`src/rtl/mdio_master.sv`:
```
`default_nettype none
// +----------------------------------------------------------------------------+
// | Module      : mdio_master                                                  |
// | Description : Command-driven IEEE 802.3 MDIO management master. Each       |
// |               accepted command produces one management frame (optional     |
// |               preamble, 32-bit frame, released idle tail) and one          |
// |               response pulse. MDC is derived from clk by a fixed divider.  |
// | Optional    : define MDIO_CL45_EN to enable clause-45 framing (ST=00,      |
// |               raw OP) when cmd_cl45=1; otherwise cmd_cl45 is ignored.      |
// | Revision    : 1.0 - initial release                                        |
// +----------------------------------------------------------------------------+
// Parameters
//   DIV           MDC half-period in clk cycles (2..255); MDC period = 2*DIV
//   PREAMBLE_LEN  preamble '1' bits before ST (0..63), 0 suppresses preamble
//   IDLE_BITS     released MDC periods after each frame (1..7)
// Ports
//   clk, rst                 system clock, synchronous active-high reset
//   cmd_valid / cmd_ready    command handshake (ready only while idle)
//   cmd_op, cmd_cl45         OP field (cmd_op[1]=1 -> read), clause-45 select
//   cmd_phy, cmd_reg         PHYAD/PRTAD, REGAD/DEVAD
//   cmd_wdata                write data / clause-45 address
//   rsp_valid                one-cycle pulse at the end of every frame
//   rsp_rdata, rsp_err       read data and missing-PHY flag (read frames only)
//   busy                     high from command accept until rsp_valid
//   mdc, mdio_o, mdio_oe     management clock and split tristate MDIO output
//   mdio_i                   MDIO pad input (asynchronous)
module mdio_master #(
   parameter int DIV          = 32,
   parameter int PREAMBLE_LEN = 32,
   parameter int IDLE_BITS    = 1
) (
   input  logic        clk,
   input  logic        rst,
   input  logic        cmd_valid,
   output logic        cmd_ready,
   input  logic [1:0]  cmd_op,
   input  logic        cmd_cl45,
   input  logic [4:0]  cmd_phy,
   input  logic [4:0]  cmd_reg,
   input  logic [15:0] cmd_wdata,
   output logic        rsp_valid,
   output logic [15:0] rsp_rdata,
   output logic        rsp_err,
   output logic        busy,
   output logic        mdc,
   output logic        mdio_o,
   output logic        mdio_oe,
   input  logic        mdio_i
);

   typedef enum logic [1:0] {
      ST_IDLE  = 2'd0,
      ST_PRE   = 2'd1,
      ST_FRAME = 2'd2,
      ST_TAIL  = 2'd3
   } state_t;

   localparam logic [7:0] c_div_last  = 8'(DIV - 1);
   localparam logic [5:0] c_pre_last  = 6'(PREAMBLE_LEN - 1);
   localparam logic [5:0] c_tail_last = 6'(IDLE_BITS - 1);

   state_t       state_q, state_d;
   logic [7:0]   div_q, div_d;
   logic         phase_q, phase_d;
   logic [5:0]   cnt_q, cnt_d;
   logic [31:0]  shreg_q, shreg_d;
   logic         rd_op_q, rd_op_d;
   logic [15:0]  rd_q, rd_d;
   logic         err_q, err_d;
   logic         cmd_ready_q, cmd_ready_d;
   logic         busy_q, busy_d;
   logic         rsp_valid_q, rsp_valid_d;
   logic [15:0]  rsp_rdata_q, rsp_rdata_d;
   logic         rsp_err_q, rsp_err_d;
   logic         mdio_o_q, mdio_o_d;
   logic         mdio_oe_q, mdio_oe_d;
   logic         sync1_q, sync2_q;

   logic [1:0]   w_st;
   logic [1:0]   w_ta;
   logic [31:0]  w_frame;
   logic         w_div_wrap;
   logic         w_bit_end;

`ifdef MDIO_CL45_EN
   assign w_st = cmd_cl45 ? 2'b00 : 2'b01;
`else
   logic w_unused_cl45;
   assign w_unused_cl45 = cmd_cl45;
   assign w_st          = 2'b01;
`endif

   // TA bits of a read frame are never driven; the value only fills the slot.
   assign w_ta    = cmd_op[1] ? 2'b11 : 2'b10;
   assign w_frame = {w_st, cmd_op, cmd_phy, cmd_reg, w_ta, cmd_wdata};

   assign w_div_wrap = (div_q == c_div_last);
   // Last clk cycle of the MDC high phase: sample point and end of the bit.
   assign w_bit_end  = phase_q && w_div_wrap;

   always_comb begin
      state_d     = state_q;
      div_d       = div_q;
      phase_d     = phase_q;
      cnt_d       = cnt_q;
      shreg_d     = shreg_q;
      rd_op_d     = rd_op_q;
      rd_d        = rd_q;
      err_d       = err_q;
      cmd_ready_d = cmd_ready_q;
      busy_d      = busy_q;
      rsp_valid_d = 1'b0;
      rsp_rdata_d = rsp_rdata_q;
      rsp_err_d   = rsp_err_q;
      mdio_o_d    = mdio_o_q;
      mdio_oe_d   = mdio_oe_q;

      // MDC divider only runs while a frame is in progress.
      if (state_q != ST_IDLE) begin
         div_d = w_div_wrap ? 8'd0 : div_q + 8'd1;
         if (w_div_wrap) begin
            phase_d = ~phase_q;
         end
      end

      case (state_q)
         ST_IDLE: begin
            div_d     = 8'd0;
            phase_d   = 1'b0;
            mdio_oe_d = 1'b0;
            mdio_o_d  = 1'b1;
            if (cmd_valid && cmd_ready_q) begin
               shreg_d     = w_frame;
               rd_op_d     = cmd_op[1];
               rd_d        = 16'd0;
               err_d       = 1'b0;
               cnt_d       = 6'd0;
               cmd_ready_d = 1'b0;
               busy_d      = 1'b1;
               mdio_oe_d   = 1'b1;
               if (PREAMBLE_LEN == 0) begin
                  state_d  = ST_FRAME;
                  mdio_o_d = w_frame[31];
               end else begin
                  state_d  = ST_PRE;
                  mdio_o_d = 1'b1;
               end
            end
         end

         ST_PRE: begin
            if (w_bit_end) begin
               if (cnt_q == c_pre_last) begin
                  state_d  = ST_FRAME;
                  cnt_d    = 6'd0;
                  mdio_o_d = shreg_q[31];
               end else begin
                  cnt_d = cnt_q + 6'd1;
               end
            end
         end

         ST_FRAME: begin
            if (w_bit_end) begin
               // Bit 15 is the second TA bit: a present PHY pulls it low.
               if (rd_op_q && (cnt_q == 6'd15)) begin
                  err_d = sync2_q;
               end
               if (rd_op_q && (cnt_q >= 6'd16)) begin
                  rd_d = {rd_q[14:0], sync2_q};
               end
               shreg_d = {shreg_q[30:0], 1'b1};
               if (cnt_q == 6'd31) begin
                  state_d   = ST_TAIL;
                  cnt_d     = 6'd0;
                  mdio_oe_d = 1'b0;
                  mdio_o_d  = 1'b1;
               end else begin
                  cnt_d = cnt_q + 6'd1;
                  // Reads release the line from the first TA bit onwards.
                  if (rd_op_q && (cnt_q >= 6'd13)) begin
                     mdio_oe_d = 1'b0;
                     mdio_o_d  = 1'b1;
                  end else begin
                     mdio_oe_d = 1'b1;
                     mdio_o_d  = shreg_q[30];
                  end
               end
            end
         end

         ST_TAIL: begin
            if (w_bit_end) begin
               if (cnt_q == c_tail_last) begin
                  state_d     = ST_IDLE;
                  cnt_d       = 6'd0;
                  rsp_valid_d = 1'b1;
                  cmd_ready_d = 1'b1;
                  busy_d      = 1'b0;
                  rsp_err_d   = rd_op_q && err_q;
                  if (rd_op_q) begin
                     rsp_rdata_d = rd_q;
                  end
               end else begin
                  cnt_d = cnt_q + 6'd1;
               end
            end
         end

         default: begin
            state_d = ST_IDLE;
         end
      endcase
   end

   always_ff @(posedge clk) begin
      if (rst) begin
         state_q     <= ST_IDLE;
         div_q       <= 8'd0;
         phase_q     <= 1'b0;
         cnt_q       <= 6'd0;
         shreg_q     <= 32'd0;
         rd_op_q     <= 1'b0;
         rd_q        <= 16'd0;
         err_q       <= 1'b0;
         cmd_ready_q <= 1'b1;
         busy_q      <= 1'b0;
         rsp_valid_q <= 1'b0;
         rsp_rdata_q <= 16'd0;
         rsp_err_q   <= 1'b0;
         mdio_o_q    <= 1'b1;
         mdio_oe_q   <= 1'b0;
         sync1_q     <= 1'b1;
         sync2_q     <= 1'b1;
      end else begin
         state_q     <= state_d;
         div_q       <= div_d;
         phase_q     <= phase_d;
         cnt_q       <= cnt_d;
         shreg_q     <= shreg_d;
         rd_op_q     <= rd_op_d;
         rd_q        <= rd_d;
         err_q       <= err_d;
         cmd_ready_q <= cmd_ready_d;
         busy_q      <= busy_d;
         rsp_valid_q <= rsp_valid_d;
         rsp_rdata_q <= rsp_rdata_d;
         rsp_err_q   <= rsp_err_d;
         mdio_o_q    <= mdio_o_d;
         mdio_oe_q   <= mdio_oe_d;
         sync1_q     <= mdio_i;
         sync2_q     <= sync1_q;
      end
   end

   assign cmd_ready = cmd_ready_q;
   assign busy      = busy_q;
   assign rsp_valid = rsp_valid_q;
   assign rsp_rdata = rsp_rdata_q;
   assign rsp_err   = rsp_err_q;
   assign mdc       = phase_q;
   assign mdio_o    = mdio_o_q;
   assign mdio_oe   = mdio_oe_q;

endmodule
`default_nettype wire

```
`config.mk`:
```
export PLATFORM = sky130hd
export DESIGN_NAME = mdio_master
export DESIGN_NICKNAME = d
export VERILOG_FILES = /design/src/rtl/mdio_master.sv
export SDC_FILE = /design/constraint.sdc
export NUM_CORES = 1
export LEC_CHECK = 0
export ABC_AREA = 1
export BUFFER_PORTS_ARGS = -buffer_cell sky130_fd_sc_hd__buf_2
export CAP_MARGIN = 20
export CELL_PAD_IN_SITES_DETAIL_PLACEMENT = 1
export CELL_PAD_IN_SITES_GLOBAL_PLACEMENT = 1
export CORE_MARGIN = 2
export CORE_UTILIZATION = 25
export DETAILED_ROUTE_END_ITERATION = 12
export MAX_ROUTING_LAYER = met4
export PLACE_DENSITY = 0.5
export SLEW_MARGIN = 5
export SYNTH_ARGS = -nofsm -noshare
export SYNTH_HDL_FRONTEND = slang
export SYNTH_SLANG_ARGS = --single-unit
```
`constraint.sdc`:
```
create_clock -name clk -period 2 [get_ports clk]
set_input_delay 0.2 -clock clk [delete_from_list [all_inputs] [get_ports clk]]
set_output_delay 0.2 -clock clk [all_outputs]
set_load 0.01 [all_outputs]
```
* After elaboration in Yosys (flattened, before gate mapping) *
Index checks and enable logic that the tools add are counted.

cells by class
  add/subtract/negate cells = 2
  $lt $le $gt $ge = 2
  eq/ne operators = 16
  muxes and demuxes = 46
  bitwise logic cells = 3
  reduce and logical (&&, ||, !) cells = 27

operators with widths
  kind                                                               count
  2-to-1 mux 32 bit                                                  2
  case mux 32 bit (2 select lines)                                   1
  2-to-1 mux 16 bit                                                  3
  case mux 16 bit (2 select lines)                                   1
  2-to-1 mux 6 bit                                                   5
  AND reduction 4 bit                                                5
  2-to-1 mux 1 bit                                                   19
  inequality test 2 bit, second input constant                       9
  case mux 6 bit (3 select lines)                                    1
  2-to-1 mux 2 bit                                                   7
  AND reduction 3 bit                                                3
  adder 8 x 1 -> 8 bit, second input constant                        1
  equality test 8 x 5 -> 1 bit, second input constant                1
  2-to-1 mux 8 bit                                                   1
  case mux 1 bit (2 select lines)                                    4
  case mux 2 bit (4 select lines)                                    1
  AND reduction 7 bit                                                1
  adder 6 x 1 -> 6 bit, second input constant                        1
  equality test 6 x 4 -> 1 bit, second input constant                1
  equality test 6 x 5 -> 1 bit, second input constant                1
  greater-or-equal comparator 6 x 4 -> 1 bit, second input constant  1
  greater-or-equal comparator 6 x 5 -> 1 bit, second input constant  1
  logical AND 1 bit                                                  6
  logical NOT 6 bit                                                  1
  other kinds (11)                                                   19

word-level totals
  register bits after elaboration = 91

* Longest topological paths before layout *
Gate-level depths: netlist of run 1.

  depth after elaboration = 6
  gate-level depth with buffers = 10

* Least setup slack after synthesis of run 1 *
Ideal clock, no wire load.

  path kind = reg2reg
  start = register state_q[0]
  end = register state_q[1]
  arrival = 1532 ps
  required time = 1885 ps
  slack = 353 ps
  stages on the path, launching flop included = 9
  path buffers = 2
  path through = dfxtp_1 > inv_1 > ha_1 > buf_4 > buf_2 > o31ai_1 > nand3_1 > nand2_1 > nor2_1

on the way
  cells in the longest elaborated chain, start to end = 3
  elaborated cells on any way between the ends = 13
  those cells by class = 10 x eq/ne; 1 x mux; 2 x reduce/logical

RTL lines
  what                                         line  text
  from (decl)                                  62    state_t state_q, state_d;
  from (signal assigned)                       236   state_q <= state_d;
  equality test 2 bit (tied with other cells)  126   case (state_q)
  inequality test 2 bit (no line)              -
  AND reduction 7 bit (no line)                -

Parallel ways exist; a longest one is shown, timed or not.
A chain may end at the register's enable or synchronous reset.

* Worst setup path after layout of run 1 *
  start = register div_q[0]
  end = register shreg_q[0]

on the way
  cells in the longest elaborated chain, start to end = 4

RTL lines
  what                             line  text
  from (decl)                      63    logic [7:0] div_q, div_d;
  from (signal assigned)           237   div_q <= div_d;
  equality test 8 x 5 -> 1 bit     97    assign w_div_wrap = (div_q == c_div_last);
  logical AND 1 bit                99    assign w_bit_end = phase_q && w_div_wrap;
  inequality test 2 bit (no line)  -
  AND reduction 3 bit (no line)    -
  to (signal assigned)             240   shreg_q <= shreg_d;
  to (decl)                        66    logic [31:0] shreg_q, shreg_d;

Every way passes these cells.

==> out/summary.txt, run 1 <==
Final WL: 11.81 mm
CTS tree: yes
Syn_area_per_cell: 6.568 µm²
Leading area contributor after synthesis: dfxtp_1
Count leader, synth: nand2_1
Final #Nets: 772
Crit-path cells: ha_1 > nand2_1 > nor2_4 > nand4_4 > nand2_4 > nand2_4 > clkinv_2 > buf_4 > nand2_1 > nand2_1 > nor2_1
Type of origin of the critical path: flop
Die height: 137.0 µm
Post-synthesis cell count: 673
Filler Cells Inserted: 2216
CTS clk-pin slew, worst paths: 0.07 ns
CP required: 2.25 ns
CP bufs+invs: 2
Max Clock Freq: 557.6 MHz
Antenna-violating nets left: 0
Num CTS Buffers: 9
Antenna diodes: 0
Share of layout cells above drive strength 1: 15.01%
Setup WS pre-CTS: 0.02544 ns
Clock Skew: 0.006748 ns
Sequential fraction of the synthesis area: 41.21%
1st-iter DRT viols: 172
Internal Pwr Total: 4301 µW
Min Tclk post-route: 1.793 ns
DR pass1 iterations: 4
Synth Net Count: 717
Port bufs: 54
Die ar.: 18760 µm²
Initial Util: 25.56%
Sw Share: 39.06%
I/O Pins: 56
Arrival time at the worst endpoint: 2.04 ns
Clock share of power: 25.3%
Final setup fails: 0
Worst rel slew slack: 66.42%
Clk buf depth: 2
Grt total ovfl: 0
Yosys warns: 0
DR vias/cell: 4.301
Max VDD drop: 0.0004408 V
Number of synthesized flops with an enable pin: 0
Largest net degree at the start of global routing: 46
Cell Area, Synth: 4420 µm²
Crit Path Max Fanout: 14
Area grow syn2layout: 20.89%
Min-Delay Path Class: in -> reg
First-pass GRT wire length: 19.87 mm
Ys flop type: dfxtp_1
Synth top area share: 41.21%
Non-Filler Instances: 958
Die Wd: 137.0 µm
Leakage: 0.002605 µW
Flops & latches, synth: 91
Slowest CP cell: dfxtp_1
Site Rows: 48
PD cells: 1321 nW/µm²
Max_cap viols: 0
Core Box Area: 17300 µm²
Setup tns final: 0 ns
Fin crit share: 89.67%
Hold Buf Count CTS: 0
Final HPWL DP: 8.104 mm
Max-slew violations: 0
CTS root buf: clkbuf_16
RD Place Congestion: 0.8422
Post-synth top cells: nand2_1, nor2_1, dfxtp_1, inv_1, o21ai_0
Total vias in the final route: 4120
Delay-heaviest family, CP: simple AND/OR/NAND/NOR gates
Setup CP Type: reg -> reg
Slew @ Worst Pin: 0.4995 ns
Tot GR Track Use: 13.69%
Hold violation count in the final report: 0
CP most frequent cell: nand2_1
Clock sink count: 91
Placed insts: 939
Synth area leaders: dfxtp_1, nand2_1, nor2_1
Clock latency on the worst-skew pair: 0.35 ns
Reg power frac: 38.4%
Combinational Power Share: 36.3%
Async set-reset flop share out of synthesis: 0%
Yosys cell types: 33
DRC violations left: 0
Slowest cell delay on critical path: 0.37 ns
Setup WS post-layout: 0.2066 ns
RSZ-0062 raised after global routing: no
Initial antenna violation count: 0
CTS HTree Levels: 3
Vias in the first global route: 4171
Critical Path End Type: flop
Status: finished, final reports clean
Wire length per cell: 12.33 µm
Sw power: 2756 µW
worst register-to-register path, cell delays in order (launching register included):
cell and delay, ns:
dfxtp_1 0.37, ha_1 0.18, nand2_1 0.10, nor2_4 0.16
nand4_4 0.17, nand2_4 0.18, nand2_4 0.09, clkinv_2 0.07
buf_4 0.20, nand2_1 0.07, nand2_1 0.06, nor2_1 0.04
cells by family after synthesis:
family	after synthesis	share of synthesized area [%]
simple gates	395	36.43
buf+inv	99	9.935
flops	91	41.21
compound gates	74	8.718
fa+ha+maj	11	3.113
xor+xnor	3	0.5945
sequential cells by signal, indices dropped and copies added (netlist names), 2 cells and up:
register   count
shreg_q       32
rsp_rdata     16
div_q          8
cnt_q          6
state_q        2
rd_q          16
cells in the final DEF, fill, tap and decap left out, drive strengths merged:
cell type	netlist	final
a21oi	33	33
a221oi	1	1
buf	18	73
bufinv	0	1
clkbuf	12	9
clkinv	1	1
clkinvlp	0	3
dfxtp	91	91
ha	11	11
inv	68	71
nand2	211	211
nand3	21	22
nand3b	1	1
nand4	9	9
nor2	149	149
nor3	1	1
nor3b	1	1
o211ai	1	1
o21ai	37	37
o21bai	1	1
o31ai	1	1
or2	2	2
xor2	3	3
power by group through the flow:
| stage | Combinational, µW | Clock, µW | Sequential (µW) |
|---|---|---|---|
| after floorplan | 1900 | 0 | 2670 |
| after global placement | 2430 | 0 | 2740 |
| after detailed placement | 2510 | 0 | 2750 |
| after CTS | 2520 | 1870 | 2720 |
| after global routing | 3020 | 1940 | 2800 |
| final | 2560 | 1790 | 2710 |
path summary, 6_finish.rpt:
kind	startpoint	endpoint	slack, ns	depth (start not counted)
max reg2reg	div_q[0]	shreg_q[0]	0.21	11
max	div_q[0]	shreg_q[0]	0.21	11
min	mdio_i	sync1_q	0.04	2
min reg2reg	sync1_q	sync2_q	0.43	1
stage by stage:
stage	area, µm²	hold slack [ns]	utilization (%)	total power, µW
final	5344	0.03838	30.90	7057
after global routing	5344	0.02771	30.90	7768
after CTS	5283	0.02081	30.54	7108
after detailed placement	4974	0.3910	28.75	5262
after global placement	4974	0.4084	28.75	5168
after floorplan	4420	0.3038	-	4562
final cells by class:
type,count,area (µm²),share of cell area (%)
Multi-Input combinational cell,484,2205,41.25
Inverter,69,260.3,4.870
Tap cell,225,281.5,5.268
Clock inverter,7,83.83,1.569
Clock buffer,9,225.2,4.214
Timing Repair Buffer,73,466.7,8.733
Sequential cell,91,1822,34.09
layer usage:
layer	track usage (%)	share of wire, %	vias to the layer above	routed length, µm
met4	5.155	1.7	0	197
met3	2.407	2.8	14	335
met1	17.39	51	1888	6028
met2	21.70	44	49	5248
li1	-	-	2169	-
met5	-	0	-	0
timing repair:
item | in CTS | in global routing
setup endpoints to repair | 0 | 47
setup buffers | 0 | 2
hold endpoints to repair | 0 | 0
gates resized for setup | 0 | 6
Note: power is estimated with default switching activity, not from simulation.
==> run 2: changes to the inputs <==
- CORE_MARGIN: 2 -> default
- CORE_UTILIZATION: 25 -> 32
- PLACE_DENSITY: 0.5 -> 0.62
==> out/summary.txt, run 2 (synthesis results as in run 1) <==
Final #Nets: 778
Largest net degree at the start of global routing: 35
FF-to-FF setup slack: 0.17 ns
Final HPWL DP: 7.769 mm
CTS tree: yes
Clock sink count: 91
CTS HTree Levels: 3
Die Wd: 119.5 µm
Critical Path End Type: flop
Largest Register: shreg_q
Clock latency on the worst-skew pair: 0.35 ns
Reg-to-reg startpoint: state_q[0]
Port bufs: 54
Leakage: 0.002626 µW
Initial Util: 33.12%
Max_cap viols: 0
DRC violations left: 0
Total Power: 7112 µW
Min-Delay Path Class: in -> reg
RD Place Congestion: 0.8158
Grt total ovfl: 0
Area grow syn2layout: 20.29%
Final WL: 11.38 mm
DR vias/cell: 4.584
FF-to-FF End: cnt_q[2]
Vias in the first global route: 4086
Setup WS post-layout: 0.1690 ns
Status: finished, final reports clean
Wire length per cell: 12.44 µm
Tot GR Track Use: 17.05%
Worst Hold Launch: mdio_i
First-pass GRT wire length: 18.91 mm
DR pass1 iterations: 4
Type of origin of the critical path: flop
Total vias in the final route: 4194
Site Rows: 42
Filler Cells Inserted: 1748
Commonest non-fill, non-tap cell in the layout: nand2_1
Share of layout cells above drive strength 1: 16.24%
FF-to-FF path depth: 10
Clock Skew: 0.009556 ns
Die ar.: 14290 µm²
Fin crit share: 91.55%
Clk buf depth: 2
Final setup fails: 0
Crit Path Max Fanout: 5
Die height: 119.5 µm
Min Tclk post-route: 1.831 ns
RSZ-0062 raised after global routing: no
Max-slew violations: 0
Core Box Area: 13350 µm²
Num CTS Buffers: 9
Most frequent cells in the layout: nand2_1, nor2_1, dfxtp_1
Worst setup path startpoint: state_q[0]
Worst rel slew slack: 76.17%
Max Clock Freq: 546.2 MHz
Antenna diodes: 0
CP required: 2.25 ns
Initial antenna violation count: 0
Hold Buf Count CTS: 0
PD cells: 1337 nW/µm²
I/O Pins: 56
Max VDD drop: 0.0004759 V
Max reg flops: 32
Antenna-violating nets left: 0
Setup CP Type: reg -> reg
Slew @ Worst Pin: 0.3553 ns
1st-iter DRT viols: 159
CTS root buf: clkbuf_16
Setup WS pre-CTS: -0.01322 ns
Hold violation count in the final report: 0
CTS clk-pin slew, worst paths: 0.07 ns
Arrival time at the worst endpoint: 2.08 ns
Worst setup path end: cnt_q[2]
[run 2: area by class of cell]
class	instances	area, µm²	area share [%]
Multi-Input combinational cell	485	2230	41.93
Sequential cell	91	1823	34.28
Timing Repair Buffer	78	483.0	9.082
Inverter	69	260.3	4.894
Clock buffer	9	225.2	4.235
Tap cell	176	220.2	4.141
Clock inverter	7	76.32	1.435
[run 2: how the worst min path moves through the flow]
stage,endpoint,slack [ns],depth (start not counted)
final,sync1_q,0.04,2
after global routing,sync1_q,0.04,2
after CTS,sync1_q,0.04,2
after detailed placement,sync2_q,0.40,1
after global placement,sync2_q,0.40,1
after floorplan,sync1_q,0.30,1
[run 2: power breakdown]
group	leakage, µW	switching, µW	internal, µW
clock	0.000148	763	980
combinational	0.00173	1660	993
sequential	0.000745	351	2360
[run 2: layer usage]
metal,vias to the layer above,global-route usage (%),wire length (µm)
met5,-,-,0
met4,0,7.344,201
met3,14,2.947,296
met2,47,28.58,5523
met1,1942,20.07,5359
li1,2191,-,-
[run 2: worst max-delay path, cell delays in order (launching register included)]
cell,delay (ns)
dfxtp_1,0.42
inv_1,0.13
ha_1,0.35
nor2_1,0.17
inv_1,0.05
nand2_1,0.17
nand2_2,0.11
inv_1,0.16
nand2_1,0.08
inv_1,0.05
nor2_1,0.04
[run 2: repair_timing]
action | in CTS | in global routing
setup buffers | 0 | 8
gates resized for setup | 2 | 17
endpoints found under the setup margin | 2 | 52
gates cloned | 0 | 2
pin swaps | 0 | 4
[run 2: through the flow]
stage          hold slack [ns]  area [µm²]  util, %  cells  setup TNS, ns
2_1_floorplan           0.3038        4420        -    673              0
3_3_place_gp            0.3996        4855    36.37    889              0
3_5_place_dp            0.3961        4855    36.37    889       -0.01322
4_1_cts                0.04371        5166    38.70    905              0
5_1_grt                0.04145        5318    39.84    915              0
6_report               0.04461        5318    39.84    915              0
